===== src/rtl/sample_deserializer_pkg.sv =====
// Shared types and configuration constants for the sample deserializer.
package sample_deserializer_pkg;

  typedef enum logic [0:0] {
    COLLECT = 1'b0,
    FULL    = 1'b1
  } state_e;

  localparam int N_LEGAL = 4;
  localparam int LEGAL_N_SAMPLES [N_LEGAL] = '{2, 4, 8, 16};

  function automatic logic is_legal_n_samples(input int n);
    logic ok_s;
    ok_s = 1'b0;
    for (int i = 0; i < N_LEGAL; i++) begin
      if (LEGAL_N_SAMPLES[i] == n) begin
        ok_s = 1'b1;
      end else begin
        ok_s = ok_s;
      end
    end
    return ok_s;
  endfunction

endpackage


===== src/rtl/sample_deserializer_if.sv =====
// Serial-sample input and parallel-frame output of the deserializer.
interface sample_deserializer_if #(
  parameter int BIT_WIDTH = 32,
  parameter int N_SAMPLES = 8
) ();

  logic [BIT_WIDTH-1:0] recv_msg;
  logic                 recv_val;
  logic                 recv_rdy;
  logic [BIT_WIDTH-1:0] send_msg [N_SAMPLES];
  logic                 send_val;
  logic                 send_rdy;

  // master is the deserializer; slave is the producer/FFT pair around it
  modport master (
    input  recv_msg, recv_val, send_rdy,
    output recv_rdy, send_msg, send_val
  );

  modport slave (
    output recv_msg, recv_val, send_rdy,
    input  recv_rdy, send_msg, send_val
  );

endinterface


===== src/rtl/sample_deserializer_chk.sv =====
// Configuration and handshake properties for the sample deserializer.
module sample_deserializer_chk
  import sample_deserializer_pkg::*;
#(
  parameter int BIT_WIDTH  = 32,
  parameter int N_SAMPLES  = 8,
  parameter int DECIMAL_PT = 16
) (
  input logic clk,
  input logic reset,
  input logic send_val,
  input logic send_rdy,
  input logic recv_rdy
);

  a_legal_cfg: assert property (@(posedge clk) disable iff (!reset)
    is_legal_n_samples(N_SAMPLES) && (DECIMAL_PT >= 0) && (DECIMAL_PT <= BIT_WIDTH));

  a_collect_rdy: assert property (@(posedge clk) disable iff (!reset)
    !send_val |-> recv_rdy);

  a_full_rdy: assert property (@(posedge clk) disable iff (!reset)
    send_val |-> (recv_rdy == send_rdy));

endmodule


===== src/rtl/sample_deserializer_frame_counter.sv =====
// Write-slot counter that wraps at N; inc wins over clr.
module frame_counter #(
  parameter int N  = 8,
  parameter int CW = $clog2(N)
) (
  input  logic          clk,
  input  logic          reset,
  input  logic          clr,
  input  logic          inc,
  output logic [CW-1:0] count,
  output logic          wrap
);

  localparam logic [CW-1:0] LAST = CW'(N - 1);

  logic [CW-1:0] count_r;
  logic [CW-1:0] count_next_s;

  // Next count: advance on inc, wrapping after the last slot
  always_comb begin
    count_next_s = count_r;
    if (inc) begin
      if (count_r == LAST) begin
        count_next_s = {CW{1'b0}};
      end else begin
        count_next_s = count_r + CW'(1);
      end
    end else if (clr) begin
      count_next_s = {CW{1'b0}};
    end else begin
      count_next_s = count_r;
    end
  end

  // Count register
  always_ff @(posedge clk or negedge reset) begin
    if (!reset) begin
      count_r <= {CW{1'b0}};
    end else begin
      count_r <= count_next_s;
    end
  end

  assign count = count_r;
  assign wrap  = (count_r == LAST);

endmodule


===== src/rtl/sample_deserializer.sv =====
// Collects N_SAMPLES serial fixed-point samples into one parallel frame for the FFT.
// A pending frame may be replaced in the same edge it leaves, so streaming has no bubbles.
module sample_deserializer
  import sample_deserializer_pkg::*;
#(
  parameter int BIT_WIDTH  = 32,
  parameter int N_SAMPLES  = 8,
  parameter int DECIMAL_PT = 16
) (
  input logic                   clk,
  input logic                   reset,
  sample_deserializer_if.master bus
);

  localparam int CW = $clog2(N_SAMPLES);

  state_e               state_r;
  state_e               state_next_s;
  logic [CW-1:0]        count_s;
  logic                 last_s;
  logic                 recv_rdy_s;
  logic                 send_val_s;
  logic                 recv_fire_s;
  logic                 send_fire_s;
  logic [BIT_WIDTH-1:0] buffer_r [N_SAMPLES];

  // In FULL a new sample may only enter when the current frame leaves
  assign recv_rdy_s  = (state_r == FULL) ? bus.send_rdy : 1'b1;
  assign send_val_s  = (state_r == FULL);
  assign recv_fire_s = bus.recv_val && recv_rdy_s;
  assign send_fire_s = send_val_s && bus.send_rdy;

  // Next-state logic
  always_comb begin
    state_next_s = state_r;
    case (state_r)
      COLLECT: begin
        if (recv_fire_s && last_s) begin
          state_next_s = FULL;
        end else begin
          state_next_s = COLLECT;
        end
      end
      FULL: begin
        if (send_fire_s) begin
          state_next_s = COLLECT;
        end else begin
          state_next_s = FULL;
        end
      end
      default: begin
        state_next_s = COLLECT;
      end
    endcase
  end

  // State register
  always_ff @(posedge clk or negedge reset) begin
    if (!reset) begin
      state_r <= COLLECT;
    end else begin
      state_r <= state_next_s;
    end
  end

  // Sample buffer; count is already 0 in FULL, so an overlapping sample lands in slot 0
  always_ff @(posedge clk or negedge reset) begin
    if (!reset) begin
      for (int i = 0; i < N_SAMPLES; i++) begin
        buffer_r[i] <= {BIT_WIDTH{1'b0}};
      end
    end else if (recv_fire_s) begin
      buffer_r[count_s] <= bus.recv_msg;
    end
  end

  frame_counter #(
    .N  (N_SAMPLES),
    .CW (CW)
  ) u_frame_counter (
    .clk   (clk),
    .reset (reset),
    .clr   (send_fire_s && !recv_fire_s),
    .inc   (recv_fire_s),
    .count (count_s),
    .wrap  (last_s)
  );

  sample_deserializer_chk #(
    .BIT_WIDTH  (BIT_WIDTH),
    .N_SAMPLES  (N_SAMPLES),
    .DECIMAL_PT (DECIMAL_PT)
  ) u_chk (
    .clk      (clk),
    .reset    (reset),
    .send_val (send_val_s),
    .send_rdy (bus.send_rdy),
    .recv_rdy (recv_rdy_s)
  );

  assign bus.recv_rdy = recv_rdy_s;
  assign bus.send_val = send_val_s;
  assign bus.send_msg = buffer_r;

endmodule


===== src/flat_wrapper.sv =====
// flat-port wrapper written by rule: the top's interface ports become plain ports
module sample_deserializer_flat import sample_deserializer_pkg::*;
#(
  parameter int BIT_WIDTH  = 32,
  parameter int N_SAMPLES  = 8,
  parameter int DECIMAL_PT = 16
)
  (clk, reset, bus_recv_msg, bus_recv_val, bus_send_rdy, bus_recv_rdy, bus_send_msg, bus_send_val);
  sample_deserializer_if #(.BIT_WIDTH(BIT_WIDTH), .N_SAMPLES(N_SAMPLES)) bus_i ();
  input logic clk;
  input logic reset;
  input wire logic [$bits(bus_i.recv_msg)-1:0] bus_recv_msg;
  input wire logic [$bits(bus_i.recv_val)-1:0] bus_recv_val;
  input wire logic [$bits(bus_i.send_rdy)-1:0] bus_send_rdy;
  output wire logic [$bits(bus_i.recv_rdy)-1:0] bus_recv_rdy;
  output wire logic [$bits(bus_i.send_msg)-1:0] bus_send_msg;
  output wire logic [$bits(bus_i.send_val)-1:0] bus_send_val;
  assign bus_i.recv_msg = bus_recv_msg;
  assign bus_i.recv_val = bus_recv_val;
  assign bus_i.send_rdy = bus_send_rdy;
  assign bus_recv_rdy = bus_i.recv_rdy;
  assign bus_send_msg = {>>{bus_i.send_msg}};
  assign bus_send_val = bus_i.send_val;
  sample_deserializer #(.BIT_WIDTH(BIT_WIDTH), .N_SAMPLES(N_SAMPLES), .DECIMAL_PT(DECIMAL_PT)) u_core (.clk(clk), .reset(reset), .bus(bus_i));
endmodule

===== config.mk =====
export PLATFORM = sky130hd
export DESIGN_NAME = sample_deserializer_flat
export DESIGN_NICKNAME = d
export VERILOG_FILES = /design/src/rtl/sample_deserializer_pkg.sv /design/src/rtl/sample_deserializer_if.sv /design/src/rtl/sample_deserializer_chk.sv /design/src/rtl/sample_deserializer_frame_counter.sv /design/src/rtl/sample_deserializer.sv /design/src/flat_wrapper.sv
export SDC_FILE = /design/constraint.sdc
export NUM_CORES = 1
export LEC_CHECK = 0
export ABC_AREA = 1
export CORE_AREA = 2 2 149 151
export CTS_BUF_LIST = sky130_fd_sc_hd__clkbuf_2 sky130_fd_sc_hd__clkbuf_4 sky130_fd_sc_hd__clkbuf_8
export DETAILED_ROUTE_END_ITERATION = 10
export DIE_AREA = 0 0 151 153
export GPL_TIMING_DRIVEN = 0
export PLACE_DENSITY_LB_ADDON = 0.3
export SLEW_MARGIN = 20
export SYNTH_ARGS = -nofsm -noshare
export SYNTH_HDL_FRONTEND = slang
export SYNTH_SLANG_ARGS = --single-unit

===== constraint.sdc =====
create_clock -name clk -period 1.7 [get_ports clk]
set_clock_uncertainty 0.05 [all_clocks]
set_input_delay 0.34 -clock clk [delete_from_list [all_inputs] [get_ports clk]]
set_output_delay 0.34 -clock clk [all_outputs]
set_load 0.01 [all_outputs]

**Word level (Yosys, flattened, before mapping)**

Index checks and enable logic that the tools add are counted.

- Add/subtract/negate cells: 1
- Order comparisons: 2
- Eq/ne operators: 1
- Multiplexer cells: 10
- Bitwise gates (word level): 2
- Reduce and logical (&&, ||, !) cells: 7

Operators by type and width:

| kind | number |
|---|---|
| $bwmux 256 | 1 |
| $demux 32 s3 | 1 |
| $mux 32 | 1 |
| $mux 3 | 3 |
| $logic_and 1x1->1 | 5 |
| $ge 4x4->1 const B | 1 |
| $lt 4x1->1 const B | 1 |
| $not 3->4 | 1 |
| $add 3x1->3 const B | 1 |
| $eq 3x3->1 const B | 1 |
| $mux 1 | 3 |
| $pmux 1 s2 | 1 |
| $reduce_bool 2->1 | 1 |
| $logic_not 1->1 | 1 |
| $not 1->1 | 1 |

- Flip-flop bits (word level): 260
- Input bits: 36
- Logic and storage cells: 33

**Longest topological paths before layout**

Gate-level depths: netlist of the first run.

- Depth after elaboration: 6
- Gate-level depth with buffers: 8
- Mapped depth without buffers: 6

**Hierarchy**

A second synthesis of the first run with hierarchy kept.

- Cell total of the unflattened synthesis: 1174
- Area total of the unflattened synthesis: 10208.5 µm²

Modules (own cells, without submodules):

| module | times used | cells an instance | area each (µm²) |
|---|---|---|---|
| sample_deserializer | 1 | 1158 | 10064.7 |
| frame_counter | 1 | 16 | 143.9 |

**Least setup slack after synthesis of the first run**

No wires, ideal clock.

- Path kind: flip-flop to flip-flop
- Start point: register u_core.state_r, in the netlist u_core.bus.send_val
- End point: register u_core.buffer_r (netlist bit u_core.bus.send_msg[43])
- Arrival time: 1229 ps
- Path slack: 356 ps
- Cell stages (with the launch flop): 7
- Buffers on the path: 1
- Cells stage by stage: dfrtp_1 nand2_1 nand2_1 nor2_2 buf_2 nand2_1 nand2_1

- Cells in the longest elaborated chain, start to end: 2

RTL lines:

| item | RTL line | RTL |
|---|---|---|
| start, declared | sample_deserializer.sv:17 | `state_e state_r;` |
| start signal, assigned | sample_deserializer.sv:62 | `state_r <= state_next_s;` |
| $mux 1 | sample_deserializer.sv:28 | `assign recv_rdy_s = (state_r == FULL) ? bus.send_rdy : 1'b1;` |
| net bus_recv_rdy | flat_wrapper.sv:15 | `output wire logic [$bits(bus_i.recv_rdy)-1:0] bus_recv_rdy;` |
| $logic_and 1x1->1 | sample_deserializer.sv:30 | `assign recv_fire_s = bus.recv_val && recv_rdy_s;` |
| end signal, assigned by index | sample_deserializer.sv:70 | `buffer_r[i] <= {BIT_WIDTH{1'b0}};` |
| end signal, assigned by index | sample_deserializer.sv:73 | `buffer_r[count_s] <= bus.recv_msg;` |
| end, declared | sample_deserializer.sv:25 | `logic [BIT_WIDTH-1:0] buffer_r [N_SAMPLES];` |

The timed path passes the listed nets, and every way through them passes these cells.
A chain may end at the register's enable or synchronous reset.

**Worst setup path in the final report of the first run**

- Start point: register u_core.state_r, in the netlist u_core.bus.send_val
- End point: output port bus_recv_rdy

- Cells in the longest elaborated chain, start to end: 1

RTL lines:

| item | RTL line |
|---|---|
| $mux 1 | sample_deserializer.sv:28 |
| end, declared | flat_wrapper.sv:15 |

Every way passes these cells.

==> results.md, run 1 <==
Timing:
- The highest clock frequency the design can meet is 0.5961 GHz.
- The shortest period the worst path allows is ~1.7 ns.
- The total count of max-transition violations in the final report came to 0.
- Summed over all failing endpoints, the final setup total negative slack is 0 ns.
- The measured slew at the worst slew-check pin is roughly 0.56 ns.
- Headroom to the max-slew limit came out at 0.6257.
- Setup repair after global routing could not meet its margin everywhere.
- The count of final hold-check violations was 0.
- The final period utilization is 0.9869.
- The worst hold slack is between 0.1 and 0.15 ns.
- Setup violations remaining at the end of the flow were counted as 0.
- The worst path setup slack after routing is ~0.022 ns.

Clocking:
- The insertion delay of the later-clocked pin in the worst-skew pair is between 0.5 and 0.6 ns.
- TritonCTS built the clock tree.
- The clock transition at the registers of the reported paths is ~0.060 ns.
- The clock net sink count is 260.
- The clock root buffer is sky130_fd_sc_hd__clkbuf_8.
- CTS built an H-tree with a depth of 2.
- The number of buffers created by CTS is 42.
- The maximum clock insertion buffer count is 3.

Critical path:
- In this run the worst setup path terminates at bus_recv_rdy.
- The number of cells on the worst reg-to-reg path is 6.
- The worst setup path is launched from a flop.
- The delay of the slowest cell on the worst path is 0.42 ns.
- The worst setup path is captured at an output pin.
- The capture instance of the worst register-to-register path is u_core.bus.send_msg[185].
- For this design, the slowest cell found on the critical path is sky130_fd_sc_hd__dfrtp_1.
- The data arrival time of the critical path is roughly 1.3 ns.
- The startpoint of the worst-slack reg-to-reg timing path is u_core.bus.send_val.
- The most critical setup path has its startpoint at u_core.bus.send_val.
- At the worst endpoint, the required time is 1.31 ns.
- Walking the worst path, the cells encountered are nand2_1 > clkbuf_2.
- Along the worst path, the maximum fanout reaches 5.
- The number of stages on the worst setup path is 2.
- The buffers plus inverters on the worst setup path is 1.
- The type of the worst setup path is flop to output pin.
- Across all register-to-register paths, the minimum setup slack is around 0.060 ns.
- The cell type group with the largest total delay on the critical path is flip-flops.

Route:
- After detailed routing, the average wire length per cell comes to between 15 and 20 um.
- The number of vias after detailed routing is a little over 9000.
- The routed via count divided by cell count is between 5 and 6.
- The first detailed-routing pass ran for 4 iterations.
- The number of violations reported at the end of detailed-routing iteration 0 is just over 600.
- The overall routed net length is 32150 um.
- The remaining antenna violation count after routing is 0.
- The number of remaining DRC errors is 0.

Global routing:
- For this run, global-route usage on met1 was measured as 0.3855.
- For this run the aggregate overflow at the end of global routing stands at 0.
- The layer carrying the most global-route usage is met2.
- For met3 alone, demand over resource in global routing was 0.06806.
- The via count of the first global-routing pass is just under 9000.
- The first global-routing pass estimated around 50000 um of wire.
- In the global route stage, met2 resource usage came out at 0.4491.
- The number of antenna violations at the first check in global routing is 0.
- Across every metal layer, demand over resource in global routing totals 0.2806.
- Entering global routing, the biggest net connects ~100 pins.

Power and ir drop:
- The worst-case vdd ir drop is roughly 0.00094 V.
- The cell area power density is between 1500 and 2000 mW/mm^2.
- In this run the static leakage power is slightly above 8 nW.

Placement:
- Once detailed placement completed, the half-perimeter wirelength came to ~22000 um.
- The cell total after placement is 1716.
- The setup slack at placement is -0.4722 ns.
- The port buffer count is 261.
- The congestion estimate from routability-driven global placement came to 0.8170.

Yosys:
- Of the total synthesized cell area, the portion taken by XOR and XNOR cells is 0.
- The count of cell types in the netlist is 15.
- The fraction of the mapped netlist area in simple logic gates is 0.3105.
- The sequential-to-total area share from yosys stat is 0.6300.
- Yosys printed 0 warnings.
- The synthesized net count is about 1200.
- The average instance area after synthesis is between 8 and 9 um^2.
- The synthesized-area fraction occupied by ao, oa, aoi and oai cells is 0.002060.
- Of the total synthesized cell area, the portion taken by full adders, half adders and majority gates is 0.002423.
- By area, the combinational part of the netlist is dominated by simple AND/OR/NAND/NOR gates.
- Summing every instance area after synthesis gives just over 0.01 mm^2.
- The post-synthesis register bit count is 260.
- After synthesis, the share of cell area in mux cells is 0.
- The number of standard cells after synthesis is approximately 1200.

Final layout:
- The fraction of final layout cells with drive strength greater than 1 is 0.1265.
- The library cells used most frequently in the layout, excluding fill and tap cells, are sky130_fd_sc_hd__nand2_1, sky130_fd_sc_hd__dfrtp_1, sky130_fd_sc_hd__dlygate4sd2_1.
- The sequential cells in the finished layout cover a total of approximately 0.0065 mm^2.
- The number of inserted diodes is 0.
- The number of non-filler instances in the completed layout is between 1500 and 2000.
- The area of the multi-input gates is 0.003301 mm^2.
- The area added between synthesis and finish is 35.38%.
- The net count of the finished layout is ~1500.
- After filler insertion, the fill cell instance count of the layout stands at roughly 1900.
- The most common cell after layout, fill and taps aside is sky130_fd_sc_hd__nand2_1.

Floorplan:
- The die is between 150 and 200 um tall.
- The core area is roughly 0.021 mm^2.
- For this configuration, the core starts out at a cell density of 0.4807.
- The number of rows in the core area is 54.
- Measured along the x axis, the die boundary spans 151 um.
- The number of placed I/O pins is ~290.
- The floorplan step defined a die boundary enclosing 0.02310 mm^2.

Status:
- The flow ran to the end, and the final reports show no timing, DRC or antenna violations.

Min path:
- The classification of the worst-slack hold path is input port to flop.

Flow run:
- The count of max-cap constraint violations is 0.
==> where the power goes <==
part | switching (mW) | total, mW | internal [mW] | leakage [nW]
Combinational | 5.97 | 10.3 | 4.36 | 4.38
Sequential | 1.59 | 10.7 | 9.08 | 3.26
Clock | 2.39 | 5.54 | 3.15 | 0.463
==> final cells by class <==
type	count	area share
Multi-Input combinational cell	807	0.2361
Tap cell	280	0.02506
Sequential cell	260	0.4654
Inverter	10	0.002685
Clock inverter	1	0.0003580
Buffer	96	0.03956
Timing Repair Buffer	266	0.1696
Clock buffer	70	0.06130
==> cells in the mapped netlist <==
library cell	n	area, um^2
sky130_fd_sc_hd__clkbuf_1	2	7.510
sky130_fd_sc_hd__nand2_1	661	2481
sky130_fd_sc_hd__o21ai_0	1	5.000
sky130_fd_sc_hd__o31ai_1	1	7.510
sky130_fd_sc_hd__nand3_1	133	665.6
sky130_fd_sc_hd__inv_2	4	15.01
sky130_fd_sc_hd__nor2_2	6	37.54
sky130_fd_sc_hd__inv_1	6	22.52
sky130_fd_sc_hd__dfrtp_1	260	6506
sky130_fd_sc_hd__buf_4	6	45.04
sky130_fd_sc_hd__ha_1	2	25.02
sky130_fd_sc_hd__nor2_4	2	22.52
sky130_fd_sc_hd__a21oi_2	1	8.760
sky130_fd_sc_hd__buf_2	82	410.4
sky130_fd_sc_hd__buf_6	6	67.56
==> routing by layer <==
layer | up-vias | part of all wire
met4 | 0 | 0.020
li1 | 4237 | -
met5 | - | 0
met3 | 51 | 0.086
met1 | 4402 | 0.42
met2 | 369 | 0.48
==> worst min-delay path: stages <==
cell and delay (ns):
sky130_fd_sc_hd__buf_2 0.17, sky130_fd_sc_hd__nand2_1 0.09, sky130_fd_sc_hd__nand2_1 0.05
==> timing repair <==
item | in CTS | in global routing
gates cloned | 0 | 0
setup endpoints to repair | 351 | 172
hold endpoints to repair | 70 | 0
buffers inserted | 0 | 2
pin swaps | 0 | 2
resized for setup | 267 | 19
hold buffers | 1 | 0
==> worst min-delay path by stage <==
stage                       startpoint                  endpoint  cells after the start
2_1_floorplan                    reset    u_core.bus.send_msg[0]                      0
3_3_place_gp   u_core.bus.send_msg[13]   u_core.bus.send_msg[13]                      2
3_5_place_dp                     reset    u_core.bus.send_msg[2]                      1
4_1_cts               bus_recv_msg[29]   u_core.bus.send_msg[29]                      3
5_1_grt                bus_recv_msg[8]  u_core.bus.send_msg[136]                      3
6_report              bus_recv_msg[29]   u_core.bus.send_msg[29]                      3
==> per-stage QoR <==
stage / power [mW] / util / instance area, um^2
floorplan: 15.67 / - / 10330
global placement: 22.79 / 0.6186 / 13290
detailed placement: 23.10 / 0.6214 / 13350
CTS: 26.65 / 0.6487 / 13940
global route: 28.35 / 0.6507 / 13980
finish: 26.54 / 0.6507 / 13980
==> flip-flops by register name, summed over array words and instances, names as in the netlist <==
name	cells
u_core.bus.send_msg	256
u_core.u_frame_counter.count	3
u_core.bus.send_val	1
==> logic make-up (layout without fill, tap and decap cells) <==
group	Yosys count	count (layout)
adders and majority gates	2	2
AOI/OAI and AO/OA	3	3
buffers and inverters	106	443
DFF	260	260
and+or+nand+nor	802	802
No activity file was read; power rests on OpenSTA's default activity.
==> run 2: changes to the inputs <==
--- a/config.mk
+++ b/config.mk
@@ -6,10 +6,10 @@
 export NUM_CORES = 1
 export LEC_CHECK = 0
 export ABC_AREA = 1
-export CORE_AREA = 2 2 149 151
+export CORE_AREA = 2 2 209 108
 export CTS_BUF_LIST = sky130_fd_sc_hd__clkbuf_2 sky130_fd_sc_hd__clkbuf_4 sky130_fd_sc_hd__clkbuf_8
 export DETAILED_ROUTE_END_ITERATION = 10
-export DIE_AREA = 0 0 151 153
+export DIE_AREA = 0 0 211 110
 export GPL_TIMING_DRIVEN = 0
 export PLACE_DENSITY_LB_ADDON = 0.3
 export SLEW_MARGIN = 20
==> run 2 against run 1 <==
Net effect: clock power shrank 7.6%; largest cell class unchanged; critical path type is now flop to flop; fmax shrank 0.50%; highest routed layer unchanged; largest power group unchanged; register-to-register slack lost 0.05 ns; via count grew 1.7%; wire length grew 7.8%.
==> results.md, run 2 (synthesis results as in run 1) <==
Status:
- Outcome: completed (unchanged).

Route:
- The remaining antenna violation count after routing is 0 (unchanged).
- The routed wire length per instance is 19.33 um (was 17.96 um).
- The number of vias after detailed routing is 9215 (was 9059).
- The number of remaining DRC errors came to 0 (unchanged).
- The routed via count divided by cell count is 5.139 (was 5.061).
- The number of violations reported at the end of detailed-routing iteration 0 is 843 (was 607).
- The detailed-routing iteration count for the pre-antenna-repair pass is 5 (was 4).
- The overall routed net length is 34650 um (was 32150 um).

Critical path:
- The data required time of the critical path came to 2.07 ns (was 1.31 ns).
- The data arrival time of the critical path is 2.05 ns (was 1.29 ns).
- The delay of the slowest cell on the worst path is 0.45 ns (was 0.42 ns).
- The type of the worst setup path is flop to flop (was flop to output pin).
- The top fanout value on the critical path came to 10 (was 5).
- The setup slack of the worst register-to-register path is 0.01 ns (was 0.06 ns).
- The capturing element type of the critical path is a flop (was output pin).
- The kind of start point of the critical path is a flop (unchanged).
- Ordered cell list for the critical path: a21oi_4 > buf_4 > nand2_2 > buf_2 > nand2_1 > nand2_1 (was nand2_1 > clkbuf_2).
- The slowest library cell on the worst path was sky130_fd_sc_hd__dfrtp_2 (was sky130_fd_sc_hd__dfrtp_1).
- The cell that appears most often on the critical path is sky130_fd_sc_hd__nand2_1.

Final layout:
- The utilization of the core after routing is 0.6576 (was 0.6507).
- The number of inserted diodes was 0 (unchanged).
- The filler cell count is 1856 (was 1866).
- The fraction of final layout cells with drive strength greater than 1 was 0.1322 (was 0.1265).
- The number of non-filler instances in the completed layout is 1793 (was 1790).
- The area of the multi-input gates is 0.003328 mm^2 (was 0.003301 mm^2).
- The area added between synthesis and finish is 35.93% (was 35.38%).
- The net count of the finished layout was 1526 (was 1521).
- The sequential cell area is 0.006509 mm^2 (was 0.006506 mm^2).
- Top library cells by usage in the layout, fill and taps aside: sky130_fd_sc_hd__nand2_1, sky130_fd_sc_hd__dfrtp_1, sky130_fd_sc_hd__dlygate4sd2_1 (unchanged).
- The most common cell after layout, fill and taps aside is sky130_fd_sc_hd__nand2_1 (unchanged).
- The number of flip-flops in the largest register is 256 (unchanged).

Power and ir drop:
- The cell leakage power is 8.135 nW (was 8.110 nW).
- The logic gate share of total power is 0.404 (was 0.389).
- The net switching power is 10.23 mW (was 9.955 mW).
- The part of the total power dissipated in the clock network was 0.193 (was 0.209).
- The total power is 26.49 mW (was 26.54 mW).
- The internal cell power is 16.27 mW (was 16.58 mW).
- The sequential share of power is 0.403 (was 0.402).
- The worst-case vdd ir drop is 0.001092 V (was 0.0009422 V).
- The cell area power density is 1887 mW/mm^2 (was 1898 mW/mm^2).
- The switching part of the total power is 0.3860 (was 0.3752).

Timing:
- The measured slew at the worst slew-check pin is 0.5156 ns (was 0.5614 ns).
- The number of endpoints failing setup at the final stage is 0 (unchanged).
- The final period utilization is 0.9918 (was 0.9869).
- The highest clock frequency the design can meet was 0.5931 GHz (was 0.5961 GHz).
- The worst max-slew margin expressed relative to the limit is 0.6563 (was 0.6257).
- The worst path setup slack after routing is 0.01396 ns (was 0.02235 ns).
- The total count of max-transition violations in the final report is 0 (unchanged).
- Setup repair after global routing missed its margin: true (unchanged).
- The count of final hold-check violations was 0 (unchanged).
- The shortest period the worst path allows is 1.686 ns (was 1.678 ns).

Flow run:
- The count of max-cap constraint violations came to 0 (unchanged).

Floorplan:
- The floorplan die height is 110 um (was 153 um).
- The floorplan die width is 211 um (was 151 um).
- The initial standard-cell utilization of the core came to 0.4838 (was 0.4807).
- The area enclosed by the die boundary is 0.02321 mm^2 (was 0.02310 mm^2).
- The number of placed I/O pins was 294 (unchanged).
- The core area came to 0.02135 mm^2 (was 0.02149 mm^2).
- The number of rows in the core area was 38 (was 54).

Global routing:
- The global-route track usage on met2 was 0.4438 (was 0.4491).
- The remaining global-route overflow is 0 (unchanged).
- The via count of the first global-routing pass was 9092 (was 8778).
- The fraction of met3 tracks used by global routing is 0.1054 (was 0.06806).
- The largest net degree at the start of global routing is 99 (was 98).
- The number of antenna violations at the first check in global routing is 0 (unchanged).
- The first-pass GRT wire length was 52610 um (was 50110 um).
- The layer carrying the most global-route usage is met2 (unchanged).
- The total routing resource utilization after global routing is 0.3050 (was 0.2806).
- The met1 track demand over resource in global routing is 0.4367 (was 0.3855).

Placement:
- The cell total after placement is 1717 (was 1716).
- The port buffer count is 261 (unchanged).
- The setup slack at placement is -0.5189 ns (was -0.4722 ns).
- The sum of net half-perimeters after detailed placement is 24080 um (was 22260 um).
- The weighted congestion reported at the end of routability-driven placement is 0.8577 (was 0.8170).

Clocking:
- The number of buffers created by CTS is 37 (was 42).
- The clock net sink count is 260 (unchanged).
- The clock transition at the registers of the reported paths is 0.07 ns (was 0.06 ns).
- The clock tree from TritonCTS is yes (unchanged).
- The insertion delay of the later-clocked pin in the worst-skew pair was 0.53 ns (about the same).
- The maximum clock insertion buffer count is 3 (unchanged).
- The maximum level of the CTS H-tree is 2 (unchanged).
- The clock root buffer is sky130_fd_sc_hd__clkbuf_8 (unchanged).

Min path:
- The classification of the worst-slack hold path is input port to flop (unchanged).
## run 2: path summary, 6_finish.rpt
kind,startpoint,endpoint,cells past startpoint
min in group asynchronous,reset,u_core.bus.send_msg[28],2
min,bus_recv_msg[6],u_core.bus.send_msg[38],3
max in group asynchronous,reset,u_core.bus.send_msg[108],4
max reg2reg,u_core.bus.send_val,u_core.bus.send_msg[76],6
max,u_core.bus.send_val,u_core.bus.send_msg[76],6
min reg2reg,u_core.bus.send_msg[159],u_core.bus.send_msg[159],2
## run 2: critical path: cells and delay by family (launching register included)
kind | cells | cell delay, ns
buf+inv | 2 | 0.49
flops | 1 | 0.45
simple gates | 3 | 0.37
compound gates | 1 | 0.21
## run 2: what timing repair did
action | CTS | global route
pin swaps | 0 | 6
endpoints found under the setup margin | 384 | 207
gates resized for setup | 263 | 24
setup buffers | 0 | 11
hold buffers | 1 | 0
endpoints found under the hold margin | 99 | 0
## run 2: power by group through the flow
stage	logic, mW	registers (mW)	clock network, mW
4_1_cts	10.6	10.6	5.18
6_report	10.7	10.7	5.12
5_1_grt	11.8	11.0	5.52
2_1_floorplan	3.69	12.0	0
3_5_place_dp	12.5	10.8	0
3_3_place_gp	12.2	10.8	0
## run 2: layout make-up
type	count	share of cell area
clock inverters	4	0.001604
well taps	280	0.02496
clock buffers	60	0.05214
flip-flops and latches	260	0.4636
inverters	10	0.002674
plain buffers	96	0.03868
repair buffers	276	0.1792
multi-input cells	807	0.2371
## run 2: metal layers
metal  vias to the layer above  wire length (um)  part of all wire
met4                         0               769             0.022
met1                      4504             15530              0.45
met5                         -                 0                 0
met3                        62              3673              0.11
met2                       408             14680              0.42
li1                       4241                 -                 -
## run 2: metrics by stage
step / setup TNS (ns) / hold slack, ns / area, um^2
6_report: 0 / 0.1094 / 14040
5_1_grt: -1.876 / 0.08236 / 14040
2_1_floorplan: 0 / -0.005591 / 10330
3_5_place_dp: -84.13 / 0.07502 / 13380
4_1_cts: -4.817 / 0.08714 / 13840
3_3_place_gp: -2876.23 / 0.4028 / 13290
